--- config.mk ---
export PLATFORM = sky130hd
export DESIGN_NAME = hs_rr_arbiter
export DESIGN_NICKNAME = d
export VERILOG_FILES = /design/src/rtl/hs_rr_arbiter.sv
export SDC_FILE = /design/constraint.sdc
export NUM_CORES = 1
export LEC_CHECK = 0
export ABC_AREA = 1
export CAP_MARGIN = 20
export CORE_ASPECT_RATIO = 1.1
export CORE_MARGIN = 2
export CORE_UTILIZATION = 48
export DETAILED_ROUTE_END_ITERATION = 10
export GPL_TIMING_DRIVEN = 0
export PLACE_DENSITY = 0.82
export SLEW_MARGIN = 20
export SYNTH_ARGS = -nofsm -noshare
export SYNTH_HDL_FRONTEND = slang
export SYNTH_SLANG_ARGS = --single-unit
--- constraint.sdc ---
create_clock -name clk -period 1.4 [get_ports clk]
set_input_delay 0.28 -clock clk [delete_from_list [all_inputs] [get_ports clk]]
set_output_delay 0.28 -clock clk [all_outputs]
set_load 0.02 [all_outputs]
--- src/rtl/hs_rr_arbiter.sv ---
`default_nettype none
// ============================================================================
// Module   : hs_rr_arbiter
// Brief    : Round-robin arbiter forwarding one of N 4-phase req/ack channels
//            to a shared 4-phase resource, with synchronized async inputs.
// Revision : 1.0 - initial release
// ============================================================================
module hs_rr_arbiter #(
    parameter int N           = 4,
    parameter int SYNC_STAGES = 2
) (
    input  logic         clk,
    input  logic         rst,
    input  logic [N-1:0] req,
    output logic [N-1:0] ack,
    output logic [N-1:0] gnt,
    output logic         r_req,
    input  logic         r_ack,
    output logic         busy
);

    localparam int PTR_W = (N > 1) ? $clog2(N) : 1;

    typedef enum logic [1:0] {
        S_IDLE    = 2'd0,
        S_FWD     = 2'd1,
        S_GRANTED = 2'd2,
        S_RTZ     = 2'd3
    } state_t;

    logic [SYNC_STAGES-1:0][N-1:0] r_req_sync;
    logic [SYNC_STAGES-1:0]        r_ack_sync;
    logic [N-1:0]                  w_req_s;
    logic                          w_ack_s;

    state_t                        r_state;
    state_t                        w_state_nxt;
    logic [PTR_W-1:0]              r_ptr;
    logic [PTR_W-1:0]              r_own;
    logic [PTR_W-1:0]              w_ptr_nxt;
    logic [PTR_W-1:0]              w_own_nxt;
    logic [N-1:0]                  w_gnt_nxt;
    logic [N-1:0]                  w_ack_nxt;
    logic                          w_rreq_nxt;

    logic                          w_found;
    logic [PTR_W-1:0]              w_winner;
    logic [PTR_W:0]                w_sum;
    logic [PTR_W-1:0]              w_idx;

    always_ff @(posedge clk) begin
        if (rst) begin
            r_req_sync <= '0;
            r_ack_sync <= '0;
        end else begin
            r_req_sync <= {r_req_sync[SYNC_STAGES-2:0], req};
            r_ack_sync <= {r_ack_sync[SYNC_STAGES-2:0], r_ack};
        end
    end

    assign w_req_s = r_req_sync[SYNC_STAGES-1];
    assign w_ack_s = r_ack_sync[SYNC_STAGES-1];

    // First synchronized requester at or after the pointer, wrapping modulo N
    always_comb begin
        w_found  = 1'b0;
        w_winner = '0;
        w_sum    = '0;
        w_idx    = '0;
        for (int k = 0; k < N; k++) begin
            w_sum = {1'b0, r_ptr} + (PTR_W+1)'(k);
            if (w_sum >= (PTR_W+1)'(N)) begin
                w_sum = w_sum - (PTR_W+1)'(N);
            end
            w_idx = w_sum[PTR_W-1:0];
            if (!w_found && w_req_s[w_idx]) begin
                w_found  = 1'b1;
                w_winner = w_idx;
            end
        end
    end

    always_comb begin
        w_state_nxt = r_state;
        w_own_nxt   = r_own;
        w_ptr_nxt   = r_ptr;
        w_gnt_nxt   = gnt;
        w_ack_nxt   = ack;
        w_rreq_nxt  = r_req;
        case (r_state)
            S_IDLE: begin
                // A resource still acknowledging (e.g. after reset) blocks new grants
                if (w_found && !w_ack_s) begin
                    w_state_nxt         = S_FWD;
                    w_own_nxt           = w_winner;
                    w_gnt_nxt           = '0;
                    w_gnt_nxt[w_winner] = 1'b1;
                    w_rreq_nxt          = 1'b1;
                end
            end
            S_FWD: begin
                if (w_ack_s) begin
                    w_state_nxt      = S_GRANTED;
                    w_ack_nxt        = '0;
                    w_ack_nxt[r_own] = 1'b1;
                end
            end
            S_GRANTED: begin
                if (!w_req_s[r_own]) begin
                    w_state_nxt = S_RTZ;
                    w_rreq_nxt  = 1'b0;
                end
            end
            S_RTZ: begin
                if (!w_ack_s) begin
                    w_state_nxt = S_IDLE;
                    w_ack_nxt   = '0;
                    w_gnt_nxt   = '0;
                    w_ptr_nxt   = (r_own == PTR_W'(N-1)) ? '0 : r_own + PTR_W'(1);
                end
            end
            default: begin
                w_state_nxt = S_IDLE;
            end
        endcase
    end

    always_ff @(posedge clk) begin
        if (rst) begin
            r_state <= S_IDLE;
            r_ptr   <= '0;
            r_own   <= '0;
            gnt     <= '0;
            ack     <= '0;
            r_req   <= 1'b0;
            busy    <= 1'b0;
        end else begin
            r_state <= w_state_nxt;
            r_ptr   <= w_ptr_nxt;
            r_own   <= w_own_nxt;
            gnt     <= w_gnt_nxt;
            ack     <= w_ack_nxt;
            r_req   <= w_rreq_nxt;
            busy    <= (w_state_nxt != S_IDLE);
        end
    end

endmodule
`default_nettype wire

* Word-level counts from Yosys, hierarchy flattened
Index checks and enable logic that the tools add are counted.
** Cells by class
- Add/subtract/negate cells :: 8
- Order comparisons :: 12
- Equal/unequal tests :: 8
- Muxes and demuxes :: 40
- Bitwise operators :: 1
- Reduce and logical (&&, ||, !) cells :: 20
** Operators with widths (number)
- $mux 2 :: 13
- $lt 2x3->1 const B :: 6
- $pmux 4 s2 :: 2
- $mux 1 :: 13
- $mux 4 :: 3
- $bmux 1 s2 :: 5
- $ge 3x3->1 const B :: 3
- $reduce_and 3->1 :: 3
- $ne 2x2->1 const B :: 4
- $pmux 2 s4 :: 1
- $reduce_bool 2->1 :: 4
- $sub 2x1->2 const B :: 4
- $add 2x2->3 const B :: 2
- $eq 2x2->1 const B :: 3
- $logic_and 1x1->1 :: 6
- $demux 1 s2 :: 2
- $ge 2x1->1 const B :: 2
- $logic_not 1->1 :: 4
- $reduce_and 2->1 :: 2
- $add 2x1->3 const B :: 1
- $ge 2x3->1 const B :: 1
- $add 2x1->2 const B :: 1
- $eq 2x1->1 const B :: 1
- $logic_not 2->1 :: 1
- 2 further kinds :: 2
** Word-level totals
- Bits in registers :: 26
- Bits of input ports :: 7
- Output and inout bits :: 10
- Logic and storage cells :: 99

* Depth between registers and ports, before layout
- Word-level depth :: 20
- Gate-level depth with buffers :: 14
- Gate-level depth less buffers :: 13

* Worst setup path before layout
OpenSTA, ideal clock, no wires.
- Kind :: reg-to-reg
- Start :: register r_ptr[0]
- End :: register gnt[2]
- Library setup time :: 0.128 ns
- Arrival time :: 1.265 ns
- Required time :: 1.272 ns
- Path slack :: 0.007 ns
- Cell stages (with the launch flop) :: 15
- Buffers on the path :: 1
- Clock period less this slack :: 1.393 ns
- Cells stage by stage :: dfxtp_1 -> buf_6 -> inv_6 -> nand2_1 -> nand2_2 -> nand2_2 -> nand2_2 -> nor2_4 -> nand3_2 -> nand2_4 -> inv_2 -> nand2_1 -> nor2_1 -> nor2_1 -> nor2_1
** On the way
- Longest elaborated chain between the ends :: 20
- Elaborated cells on any way between the ends :: 47
- Classes of those cells :: 7 x add/sub; 6 x order compare; 1 x eq/ne; 24 x mux; 9 x reduce/logical
** RTL lines
- from (decl) :: line 38 : logic [PTR_W-1:0] r_ptr;
- from (signal assigned) :: line 139 : r_ptr <= w_ptr_nxt;
- parallel branches: the longest is 20 deep, another holds $add 2x1->3
- to (signal assigned) :: line 141 : gnt <= w_gnt_nxt;
- to (decl) :: line 16 : output logic [N-1:0] gnt,
Several ways; the timed one is not identified. The select of a mux whose other input is x is not followed.
A chain may end at the register's enable or synchronous reset.

* Worst setup path in the final report
Ends and elaborated chain as after synthesis.

==> impl_metrics.env <==
export IMPL_place_gp_congestion=0.864
export IMPL_cts_buffers=3
export IMPL_wire_per_inst_um=10.8
export IMPL_grt_pass1_vias=1094
export IMPL_peakVddDrop_mv=0.950
export IMPL_cp_end_kind="register"
export IMPL_synthCells=185
export IMPL_diodes=0
export IMPL_slowest_stage="dfxtp_2"
export IMPL_core_area_mm2=0.00252
export IMPL_clockBufferDepth=2
export IMPL_core_rowCount=19
export IMPL_first_iter_violations=32
export IMPL_die_area_mm2=0.00310
export IMPL_globalRouteTotalUtil=0.184
export IMPL_hold_ws_ps=413
export IMPL_cp_common_cell="nor2_1"
export IMPL_powerDensity_mw_per_mm2=913
export IMPL_synth_top_area_cell="dfxtp_1"
export IMPL_min_path_type="reg2reg"
export IMPL_final_common_cell="nand2_1"
export IMPL_crit_fanout=9
export IMPL_final_cell_count_no_fill=249
export IMPL_ys_ff_latch=26
export IMPL_hold_buffers=0
export IMPL_drv_slew=0
export IMPL_worst_pin_slew_ps=519
export IMPL_relSlewSlack=0.654
export IMPL_drive_gt1_frac=0.257
export IMPL_ant_nets=0
export IMPL_mappedNetlistArea_mm2=0.00128
export IMPL_grt_max_degree=15
export IMPL_timing_final_crit_share=1.17
export IMPL_synth_area_leaders="dfxtp_1 (41%), nand2_1 (15%), inv_1 (7.6%)"
export IMPL_routed_wl_mm=2.68
export IMPL_min_period_ps=1630
export IMPL_layout_common_cells="nand2_1 (41), inv_1 (25), dfxtp_1 (24)"
export IMPL_io_pins=17
export IMPL_avgSynthCellArea_um2=6.93
export IMPL_dpl_cell_count=232
export IMPL_synth_seq_area_share=0.406
export IMPL_fin_ws_ps=-231
export IMPL_syn_nets=196
export IMPL_tritoncts="done"
export IMPL_max_cap_violations=0
export IMPL_cp_arrival_ps=1850
export IMPL_drt_pre_antenna_iters=4
export IMPL_antenna_found_initial=0
export IMPL_start_util=0.508
export IMPL_io_buffers=16
export IMPL_crit_chain="buf_6 -> inv_8 -> nand2_2 -> nand3_1 -> nand2_1 -> inv_1 -> nand3_2 -> nand2_4 -> inv_4 -> nand2_1 -> nor2_1 -> nor2_1 -> nor2_1"
export IMPL_htreeDepth=1
export IMPL_drc=0
export IMPL_vias_per_cell=4.91
export IMPL_clk_latency_ps=330
export IMPL_hold_viol=0
export IMPL_violations="negative setup slack"
export IMPL_die_y_um=58.2
export IMPL_nNetsFinal=230
export IMPL_cpLargestDelayFamily="simple AND/OR/NAND/NOR gates"
export IMPL_grt_pass1_wl_mm=4.26
export IMPL_clkSinkCount=26
export IMPL_skew_ps=10.4
export IMPL_status="finished with violations"
export IMPL_crit_buf_inv=4
export IMPL_finalSetupViolCount=9
export IMPL_dp_hpwl_mm=1.74
export IMPL_fmax_mhz=613
export IMPL_setup_tns_ps=-1570
export IMPL_worstPathRequired_ps=1610
export IMPL_area_growth_pct=32.7
export IMPL_root_buffer="clkbuf_4"
export IMPL_grt_overflow=0
export IMPL_rsz0062_at_grt="true"
export IMPL_dieWidth_um=53.3
export IMPL_clkTransAtPathRegs_ps=140
export IMPL_startpoint_type="register"
export IMPL_yosysWarnings=0
export IMPL_vias=1222
export IMPL_power_leakage_nw=0.806
export IMPL_yosysTopAreaCellShare=0.406
export IMPL_critPathKind="reg2reg"
export IMPL_critPathMaxStageDelay_ps=350
export IMPL_synth_cell_type_count=22
[tightest hold or removal path, cell delays in order, from the launching register on]
cell and delay (ps):
dfxtp_1 320, inv_1 40, nor2_1 30
[Yosys cell counts]
cell type / instances
nand2_1: 52
dfxtp_1: 26
inv_1: 26
nor2_1: 21
a21oi_1: 12
o21ai_0: 11
nand3_1: 8
nand2_2: 7
ha_1: 4
a21oi_2: 3
nand2_4: 2
nand3_2: 2
nand4_1: 2
and2_1: 1
buf_1: 1
buf_6: 1
clkbuf_1: 1
clkinv_2: 1
inv_2: 1
inv_6: 1
nor2_4: 1
nor3_1: 1
[final timing paths]
kind | startpoint | to | slack (ps) | cells after the start
worst max-delay path | r_ptr[0] | gnt[2] | -230 | 13
worst min-delay path | r_req_sync[0] | w_req_s[0] | 410 | 2
worst max register to register | r_ptr[0] | gnt[2] | -230 | 13
worst min register to register | r_req_sync[0] | w_req_s[0] | 410 | 2
[state kept, by name, indices dropped and copies added, names as in the netlist]
| name | flops |
|---|---|
| gnt | 4 |
| ack | 4 |
| r_own | 2 |
| busy | 1 |
| r_state | 2 |
| w_req_s | 4 |
| r_ack_sync | 2 |
| r_ptr | 2 |
| r_req | 1 |
| r_req_sync | 4 |
[metal layers]
layer / up-vias / global-route usage / wire length (um) / part of all wire
li1: 638 / - / - / -
met1: 554 / 0.227 / 1150 / 0.43
met2: 25 / 0.314 / 1380 / 0.52
met3: 5 / 0.0335 / 105 / 0.039
met4: 0 / 0.0659 / 42 / 0.016
met5: - / 0 / 0 / 0
[layout make-up]
class                   instances  area (um^2)
plain buffers                   3         18.8
clock buffers                   4         36.3
fillers                       235          820
inverters                      29          120
multi-input cells             127          718
flip-flops and latches         26          526
well taps                      31         38.8
repair buffers                 29          243
[kinds of logic (layout without fill, tap and decap cells)]
logic type      count (synthesis)  count (layout)  share of synthesized area
compound gates                 26              26                      0.110
fa+ha+maj                       4               4                     0.0391
buf+inv                        32              65                      0.104
flops                          26              26                      0.406
simple gates                   97              97                      0.340
[what timing repair did]
action | CTS | global route
resized for setup | 25 | 21
setup buffers | 7 | 5
endpoints found under the setup margin | 19 | 12
gates cloned | 1 | 0
pin swaps | 8 | 9
[stage by stage]
step                      cell area (um^2)   util  power, mW  setup slack, ps
after floorplan                       1280      -       1.04             7.08
after global placement                1480  0.587       1.13             -157
after detailed placement              1480  0.587       1.14             -168
after CTS                             1590  0.633       1.53             -153
after global routing                  1700  0.675       1.64             -322
final                                 1700  0.675       1.55             -231
[power breakdown]
group / internal (mW) / switching [mW]
sequential: 0.785 / 0.0346
clock: 0.159 / 0.225
combinational: 0.142 / 0.206
total: 1.09 / 0.466
Note: power is estimated with default switching activity, not from simulation.
